File: config.mk
export PLATFORM = sky130hd
export DESIGN_NAME = vx_csr_timeit_unit
export DESIGN_NICKNAME = d
export VERILOG_FILES = /design/src/rtl/vx_csr_timeit_unit.sv
export SDC_FILE = /design/constraint.sdc
export NUM_CORES = 1
export LEC_CHECK = 0
export CAP_MARGIN = 20
export CELL_PAD_IN_SITES_DETAIL_PLACEMENT = 0
export CELL_PAD_IN_SITES_GLOBAL_PLACEMENT = 1
export CORE_MARGIN = 2
export CORE_UTILIZATION = 35
export CTS_CLUSTER_DIAMETER = 60
export CTS_CLUSTER_SIZE = 20
export DETAILED_ROUTE_END_ITERATION = 7
export PLACE_DENSITY = 0.77
export SKIP_CTS_REPAIR_TIMING = 1
export SLEW_MARGIN = 20
export SYNTH_ARGS = -nofsm -noshare
export SYNTH_HDL_FRONTEND = slang
export SYNTH_SLANG_ARGS = --single-unit
File: constraint.sdc
create_clock -name clk -period 5.7 [get_ports clk]
set_clock_uncertainty 0.15 [all_clocks]
set_input_delay 1.14 -clock clk [delete_from_list [all_inputs] [get_ports clk]]
set_output_delay 1.14 -clock clk [all_outputs]
set_load 0.05 [all_outputs]
File: src/rtl/vx_csr_timeit_unit.sv
// Timeit window CSR slave: holds the programmed PC window and enable, and measures
// elapsed cycles and committed instructions while any warp is inside the window.
module vx_csr_timeit_unit #(
    parameter int          NUM_WARPS   = 4,
    parameter int          NUM_THREADS = 4,
    parameter int          CMT_SIZE_W  = $clog2(6 * NUM_THREADS + 1),
    parameter logic [11:0] CSR_BASE    = 12'h7C0
) (
    input  logic                  clk,
    input  logic                  reset,
    input  logic                  cmt_valid,
    input  logic [CMT_SIZE_W-1:0] cmt_commit_size,
    input  logic [NUM_WARPS-1:0]  cmt_timeit_active,
    input  logic                  csr_wr_en,
    input  logic [11:0]           csr_wr_addr,
    input  logic [31:0]           csr_wr_data,
    input  logic                  csr_rd_en,
    input  logic [11:0]           csr_rd_addr,
    output logic [31:0]           csr_rd_data,
    output logic                  csr_rd_valid,
    output logic [31:0]           timeit_start_addr,
    output logic [31:0]           timeit_end_addr,
    output logic                  timeit_enable
);

    localparam logic [11:0] ADDR_START  = CSR_BASE;
    localparam logic [11:0] ADDR_END    = CSR_BASE + 12'd1;
    localparam logic [11:0] ADDR_CTRL   = CSR_BASE + 12'd2;
    localparam logic [11:0] ADDR_CYCLES = CSR_BASE + 12'd3;
    localparam logic [11:0] ADDR_INSTRS = CSR_BASE + 12'd4;
    localparam logic [31:0] CNT_MAX     = 32'hFFFF_FFFF;

    typedef enum logic [1:0] {
        ST_IDLE   = 2'd0,
        ST_ARMED  = 2'd1,
        ST_TIMING = 2'd2,
        ST_DONE   = 2'd3
    } state_t;

    state_t      state_q, state_d;
    logic [31:0] start_q, end_q;
    logic        enable_q, enable_d;
    logic [31:0] cycle_cnt_q, cycle_cnt_d;
    logic [31:0] instr_cnt_q, instr_cnt_d;
    logic [31:0] rd_data_q, rd_data_d;
    logic        rd_valid_q;

    logic        wr_ctrl;
    logic        wr_clear;
    logic        wr_enable;
    logic        ctrl_override;
    logic        any_active;
    logic [31:0] cycle_inc;
    logic [32:0] instr_sum;
    logic [31:0] instr_add;

    assign wr_ctrl    = csr_wr_en && (csr_wr_addr == ADDR_CTRL);
    assign wr_clear   = wr_ctrl && csr_wr_data[1];
    assign wr_enable  = csr_wr_data[0];
    assign any_active = |cmt_timeit_active;

    // A CTRL write that changes the FSM (clear, disable, or re-arm) wins over counting.
    assign ctrl_override = wr_ctrl && (wr_clear || !wr_enable
                           || state_q == ST_IDLE || state_q == ST_DONE);

    assign cycle_inc = (cycle_cnt_q == CNT_MAX) ? CNT_MAX : cycle_cnt_q + 32'd1;
    assign instr_sum = {1'b0, instr_cnt_q} + {{(33 - CMT_SIZE_W){1'b0}}, cmt_commit_size};
    assign instr_add = instr_sum[32] ? CNT_MAX : instr_sum[31:0];

    // State register
    always_ff @(posedge clk or posedge reset) begin
        if (reset) begin
            state_q <= ST_IDLE;
        end else begin
            state_q <= state_d;
        end
    end

    // Next-state logic
    always_comb begin
        state_d = state_q;
        if (wr_clear || (wr_ctrl && !wr_enable)) begin
            state_d = ST_IDLE;
        end else if (ctrl_override) begin
            state_d = ST_ARMED;
        end else begin
            case (state_q)
                ST_ARMED:  if (any_active)  state_d = ST_TIMING;
                ST_TIMING: if (!any_active) state_d = ST_DONE;
                default:   state_d = state_q;
            endcase
        end
    end

    // Output / datapath logic
    always_comb begin
        enable_d    = enable_q;
        cycle_cnt_d = cycle_cnt_q;
        instr_cnt_d = instr_cnt_q;
        if (wr_clear) begin
            enable_d    = 1'b0;
            cycle_cnt_d = '0;
            instr_cnt_d = '0;
        end else if (wr_ctrl) begin
            enable_d = wr_enable;
            if (wr_enable && state_q == ST_DONE) begin
                cycle_cnt_d = '0;
                instr_cnt_d = '0;
            end
        end
        if (!ctrl_override && any_active) begin
            if (state_q == ST_ARMED) begin
                cycle_cnt_d = 32'd1;
                instr_cnt_d = cmt_valid ? {{(32 - CMT_SIZE_W){1'b0}}, cmt_commit_size} : '0;
            end else if (state_q == ST_TIMING) begin
                cycle_cnt_d = cycle_inc;
                if (cmt_valid) begin
                    instr_cnt_d = instr_add;
                end
            end
        end
    end

    // Read mux samples current register values, so a same-cycle write returns old data.
    always_comb begin
        rd_data_d = '0;
        if (csr_rd_en) begin
            case (csr_rd_addr)
                ADDR_START:  rd_data_d = start_q;
                ADDR_END:    rd_data_d = end_q;
                ADDR_CTRL:   rd_data_d = {28'd0, state_q, 1'b0, enable_q};
                ADDR_CYCLES: rd_data_d = cycle_cnt_q;
                ADDR_INSTRS: rd_data_d = instr_cnt_q;
                default:     rd_data_d = '0;
            endcase
        end
    end

    always_ff @(posedge clk or posedge reset) begin
        if (reset) begin
            start_q     <= '0;
            end_q       <= '0;
            enable_q    <= 1'b0;
            cycle_cnt_q <= '0;
            instr_cnt_q <= '0;
            rd_data_q   <= '0;
            rd_valid_q  <= 1'b0;
        end else begin
            if (csr_wr_en && csr_wr_addr == ADDR_START) begin
                start_q <= csr_wr_data;
            end
            if (csr_wr_en && csr_wr_addr == ADDR_END) begin
                end_q <= csr_wr_data;
            end
            enable_q    <= enable_d;
            cycle_cnt_q <= cycle_cnt_d;
            instr_cnt_q <= instr_cnt_d;
            rd_data_q   <= rd_data_d;
            rd_valid_q  <= csr_rd_en;
        end
    end

    assign csr_rd_data       = rd_data_q;
    assign csr_rd_valid      = rd_valid_q;
    assign timeit_start_addr = start_q;
    assign timeit_end_addr   = end_q;
    assign timeit_enable     = enable_q;

endmodule

==> impl_results.md, run 1 <==
* Status: finished clean
* Synth Flop Type: dfrtp_1
* Clock Latency Late Sink at ~0.43 ns
* Yosys warns at 0
* Crit start category: input port
* Crit Path Category: input port to flip-flop
* Critical hold path startpoint: timeit_enable
* Num CTS Buffers at 17
* Crit end category: flip-flop
* Part of the cycle the worst path needs at between 60% and 70%
* Vias per inst at ~6.0
* Fin. max-slew vios at 0
* Depth of the CTS H-tree at 4
* Largest net degree at the start of global routing at 165
* Worst slew margin at a little under a quarter
* Die X at ~170 um
* Avg Inst Size Synth at approximately 10 um2
* FF-to-FF End: cycle_cnt_q[3]
* Reg-to-Reg Start: cycle_cnt_q[1]
* Net count, final at approximately 1100
* CP Max Fanout at 19
* Sequential area share after synthesis at a little under half
* Synth top area share at 45.0%
* Max cap viols at 0
* R2r setup slk at roughly 2.4 ns
* Hold worst-path end: timeit_enable
* Die H at around 170 um
* RSZ-0062 raised after global routing: no
* FFs w/ async S/R, synth at between 90% and 100%
* Final worst slack at roughly 1.7 ns
* Global route overflow at 0
* Distinct cells, synth at 84
* CTS Sinks at between 150 and 200
* Gpl congestion at slightly above 0.9
* Hold slack at between 0.3 and 0.4 ns
* Worst vdd ir at around 180 uV
* Total number of vias at about 8300
* Hold Vio Cnt, Final at 0
* TritonCTS clock tree: built
* Leakage power at ~4.7 nW
* Core Util, Final at approximately 45%
* Global-route wire length before repair at ~48 mm
* Synth area leader: dfrtp_1
* N_diodes at 0
* Layout filler cell count at 2471
* Post-DR wirelength/cell at approximately 22 um
* Dpl ws at 1.32 ns
* Die Area at 27300 um2
* Worst setup path startpoint: csr_wr_addr[3]
* Power density over the cells at between 200 and 300 nW/um2
* #FFs+latches synth at 164
* Final HPWL DP at between 20 and 25 mm
* Iter 0 DRT Violations at between 800 and 900
* Setup tns final at 0 ns
* FF-to-FF path depth at 6
* Port Buffers at between 150 and 200
* Initial antenna violation count at 0
* Arrival @ worst endpoint at around 4.1 ns
* Post-Syn Instances at ~890
* Worst path required time at 5.81 ns
* Top post-synthesis cells by area: dfrtp_1 (45%), mux2_2 (11%), a21oi_1 (2.8%)
* Clk slew on worst S/H paths at around 0.06 ns
* Area delta synth->final at 28.3%
* Least-Margin Pin Slew at roughly 1.2 ns
* Number of flops mapped to enable cells by yosys at 0
* Root Buffer: clkbuf_16
* Post-Route WL at just over 30 mm
* Share of layout cells above drive strength 1 at 16.4%
* Post-route ant nets at 0
* Setup violations, final at 0
* GRT Overall Usage at between 20% and 30%
* Hold Crit Class: flip-flop to flip-flop
* Cell Area, Synth at 9110 um2
* Floorplan core area at 25800 um2
* Hold Path Stages at 2
* Post-synth net total at just under 1000
* Clock Path Buffers at 2
* Row cnt at 59
* IO Count at 168
* DR pass1 iterations at 5
* F_max at 252 MHz
* Vias in the first global route at ~8100
* DRC at 0
* Initial Utilization at between 30% and 40%
* Final min period at just under 4 ns
-- final cells by class --
cell class,instances,area [um2],share of cell area [%]
clock buffer,19,453,3.88
sequential,164,4100,35.1
multi-input combinational,647,4680,40.1
tap,335,419,3.59
timing repair buffer,187,1830,15.7
clock inverter,13,124,1.06
inverter,17,67.6,0.578
-- cell usage in the layout, fill, tap and decap left out, types with 24 or more instances in the layout --
cell type | netlist | layout
o21ai_0 | 26 | 26
a21oi_1 | 51 | 51
mux2_2 | 93 | 93
nand2_1 | 59 | 59
nand3_1 | 40 | 40
nor3_1 | 26 | 26
a22oi_1 | 24 | 24
nor2_1 | 41 | 41
dfrtp_1 | 164 | 164
clkdlybuf4s50_1 | 0 | 167
-- critical path, cell delays in order --
cell	delay (ns)
clkdlybuf4s50_1	0.39
or3_1	0.44
nor4_4	0.26
buf_4	0.31
nand2_1	0.49
a21oi_1	0.95
a211oi_1	0.09
-- per-stage QoR --
| stage | area, um2 | cells | power [mW] |
|---|---|---|---|
| floorplan | 9110 | 893 | 1.95 |
| global placement | 11100 | 1350 | 2.27 |
| detailed placement | 11100 | 1350 | 2.28 |
| CTS | 11700 | 1382 | 3.42 |
| global route | 11700 | 1382 | 3.57 |
| finish | 11700 | 1382 | 3.42 |
-- flip-flops by register name, indices dropped and copies added (netlist names) --
register and flops:
csr_rd_valid 1, csr_rd_data 32, cycle_cnt_q 32, instr_cnt_q 32
timeit_start_addr 32, timeit_end_addr 32, state_q 2, timeit_enable 1
-- where the power goes --
group          total, mW  internal (mW)  switching, mW
Combinational      0.870          0.324          0.546
Sequential          1.41           1.25          0.165
Clock               1.14          0.631          0.509
Total               3.42           2.20           1.22
-- cell families (layout without fill, tap and decap cells) --
logic type               count (synthesis)  count (layout)  synth area share (%)
AND/OR/NAND/NOR                        268             268                  16.2
AO/OA/AOI/OAI                          267             267                  20.9
flip-flops                             164             164                  45.0
multiplexers                            96              96                  11.8
buffers and inverters                   82             236                  3.97
adder cells (fa/ha/maj)                 11              11                  1.59
XOR/XNOR                                 5               5                 0.481
-- Yosys cell counts (4+ instances only) --
library cell and number:
dfrtp_1 164, mux2_2 93, nand2_1 59, a21oi_1 51, nor2_1 41, nand3_1 40
clkbuf_1 32, nor3_1 26, o21ai_0 26, a22oi_1 24, buf_2 23, o21ai_1 18
inv_1 17, nand4_1 17, nor4_1 17, o211ai_1 17, a222oi_1 16, a31oi_1 15
and3_1 13, or4_1 11, ha_1 10, a211oi_1 9, and4_1 9, o31ai_1 8
a41oi_1 6, o22ai_1 6, a2bb2oi_1 5, and2_1 5, nand2b_1 5, o41ai_1 5
or3_1 5, a21boi_0 4, a221oi_1 4, a32oi_1 4, buf_1 4, o221ai_1 4
o2bb2ai_1 4
-- worst max path at each step --
| stage | to | slack [ns] | cells past startpoint |
|---|---|---|---|
| floorplan | instr_cnt_q[28] | 2.23 | 8 |
| global placement | instr_cnt_q[26] | 1.21 | 8 |
| detailed placement | csr_rd_data[12] | 1.32 | 7 |
| CTS | csr_rd_data[10] | 1.74 | 7 |
| global route | cycle_cnt_q[30] | 1.62 | 7 |
| finish | instr_cnt_q[25] | 1.73 | 7 |
-- per-layer routing --
layer | track usage [%] | vias up | share of wire, %
met3 | 4.20 | 39 | 7.0
met5 | 0 | - | 0
met1 | 31.4 | 4130 | 44
li1 | - | 3775 | -
met2 | 36.1 | 350 | 47
met4 | 5.88 | 0 | 1.8
Note: power is estimated with default switching activity, not from simulation.
==> run 2: changes to the inputs <==
--- a/config.mk
+++ b/config.mk
@@ -13,7 +13,7 @@
 export CTS_CLUSTER_DIAMETER = 60
 export CTS_CLUSTER_SIZE = 20
 export DETAILED_ROUTE_END_ITERATION = 7
-export PLACE_DENSITY = 0.77
+export PLACE_DENSITY = 0.75
 export SKIP_CTS_REPAIR_TIMING = 1
 export SLEW_MARGIN = 20
 export SYNTH_ARGS = -nofsm -noshare
==> constraint.sdc (replaced) <==
create_clock -name clk -period 3.7 [get_ports clk]
set_clock_uncertainty 0.15 [all_clocks]
set_input_delay 0.74 -clock clk [delete_from_list [all_inputs] [get_ports clk]]
set_output_delay 0.74 -clock clk [all_outputs]
set_load 0.05 [all_outputs]
==> run 2 against run 1 <==
Compared with the run above:
- via count up 1.9%
- wire length up 1.6%
- global-route usage up 0.38 points
- hold slack worse by 0.021 ns
- core utilization up 0.88 points
==> impl_results.md, run 2 (same netlist as run 1, synthesis figures left out) <==
* Clock Path Buffers at 2
* GRT Overall Usage at roughly 23%
* Initial Utilization at between 30% and 40%
* IO Count at 168
* Vias in the first global route at between 8000 and 9000
* RSZ-0062 raised after global routing: no
* Clk slew on worst S/H paths at around 0.070 ns
* Total number of vias at 8451
* Leakage power at approximately 4.9 nW
* Part of the cycle the worst path needs at between 80 and 90%
* Gpl congestion at 0.942
* DR pass1 iterations at 6
* Clock Latency Late Sink at between 0.4 and 0.5 ns
* Row cnt at 59
* Fin. max-slew vios at 0
* Final min period at around 3.3 ns
* Commonest non-fill, non-tap cell in the layout: clkdlybuf4s50_1
* F_max at between 300 and 400 MHz
* Worst vdd ir at roughly 260 uV
* Vias per inst at roughly 6.0
* Core Util, Final at about 46%
* Setup tns final at 0 ns
* Global-route wire length before repair at 48.0 mm
* Crit end category: flip-flop
* Hold Vio Cnt, Final at 0
* Die X at 165 um
* Worst slew margin at approximately a third
* Die Area at roughly 27000 um2
* Most frequent cells in the layout: clkdlybuf4s50_1 (167), dfrtp_1 (164), mux2_2 (93)
* Post-route ant nets at 0
* Crit start category: flip-flop
* Largest net degree at the start of global routing at 97
* DRC at 0
* Max cap viols at 0
* Final HPWL DP at approximately 22 mm
* R2r setup slk at between 0.4 and 0.5 ns
* N_diodes at 0
* Die H at between 150 and 200 um
* Floorplan core area at around 26000 um2
* Post-DR wirelength/cell at 22.0 um
* Arrival @ worst endpoint at between 3 and 4 ns
* Setup violations, final at 0
* Worst path required time at approximately 4 ns
* Hold Crit Class: flip-flop to flip-flop
* Multi-input logic area at 4670 um2
* Status: finished clean
* Root Buffer: clkbuf_16
* Power density over the cells at 446 nW/um2
* Iter 0 DRT Violations at between 800 and 900
* Share of layout cells above drive strength 1 at 18.1%
* Least-Margin Pin Slew at ~1 ns
* TritonCTS clock tree: built
* Post-Route WL at slightly above 30 mm
* Global route overflow at 0
* Initial antenna violation count at 0
* Port Buffers at between 150 and 200
* Area taken by flip-flops and latches at 4100 um2
* CP Max Fanout at 15
* Layout filler cell count at around 2500
* Overall power at 5.31 mW
* Dpl ws at approximately 0.11 ns
* Area delta synth->final at 30.8%
* CTS Sinks at about 160
* Crit Path Category: flip-flop to flip-flop
* Hold slack at around 0.36 ns
* Net count, final at ~1100
* Final worst slack at about 0.44 ns
* Num CTS Buffers at 17
* Depth of the CTS H-tree at 4
run 2: cell count changes in the layout (fill, tap and decap cells not counted), moves of 2 or more:
cell	before	now
buf_12	1	5
buf_4	19	47
clkbuf_1	0	2
clkinv_4	3	0
clkinvlp_4	3	5
inv_6	3	1
run 2: worst paths after layout:
path	start	endpoint	cells past startpoint
max reg2reg	cycle_cnt_q[1]	cycle_cnt_q[18]	6
min	timeit_enable	timeit_enable	2
max	cycle_cnt_q[1]	cycle_cnt_q[18]	6
min in group asynchronous	reset	csr_rd_data[25]	2
max in group asynchronous	reset	csr_rd_data[13]	3
min reg2reg	timeit_enable	timeit_enable	2
run 2: critical path: stages, from the launching register on:
cell	delay [ns]
dfrtp_1	0.52
ha_1	0.32
nand4_2	0.18
or4_4	0.70
nor4_1	0.91
o21ai_1	0.16
a22oi_1	0.21
run 2: layer usage:
layer,GRT usage (%),vias up,wire length (um)
met3,4.52,42,2360
met4,6.23,0,524
met1,32.2,4200,13900
met5,0,-,0
li1,-,3818,-
met2,36.1,391,14300
run 2: area by class of cell:
class / count / share of cell area [%]
multi-input cells: 647 / 39.2
flip-flops and latches: 164 / 34.5
repair buffers: 219 / 17.8
clock buffers: 20 / 3.75
well taps: 335 / 3.52
clock inverters: 9 / 0.704
inverters: 17 / 0.567
run 2: report_power, final:
group,switching (mW),total [mW],internal (mW)
sequential,0.261,2.19,1.92
clock,0.739,1.67,0.930
combinational,0.858,1.46,0.598
total,1.86,5.31,3.45
run 2: stage by stage:
stage	std cells	instance area (um2)
6_report	1411	11900
3_3_place_gp	1382	11400
5_1_grt	1411	11900
2_1_floorplan	893	9110
3_5_place_dp	1382	11400
4_1_cts	1411	11900
==> run 3: changes to the inputs <==
--- a/config.mk
+++ b/config.mk
@@ -5,7 +5,7 @@
 export SDC_FILE = /design/constraint.sdc
 export NUM_CORES = 1
 export LEC_CHECK = 0
-export CAP_MARGIN = 20
+export CAP_MARGIN = 25
 export CELL_PAD_IN_SITES_DETAIL_PLACEMENT = 0
 export CELL_PAD_IN_SITES_GLOBAL_PLACEMENT = 1
 export CORE_MARGIN = 2
==> results of run 3 <==
Final layout, timing and power as in run 2 (identical DEF).
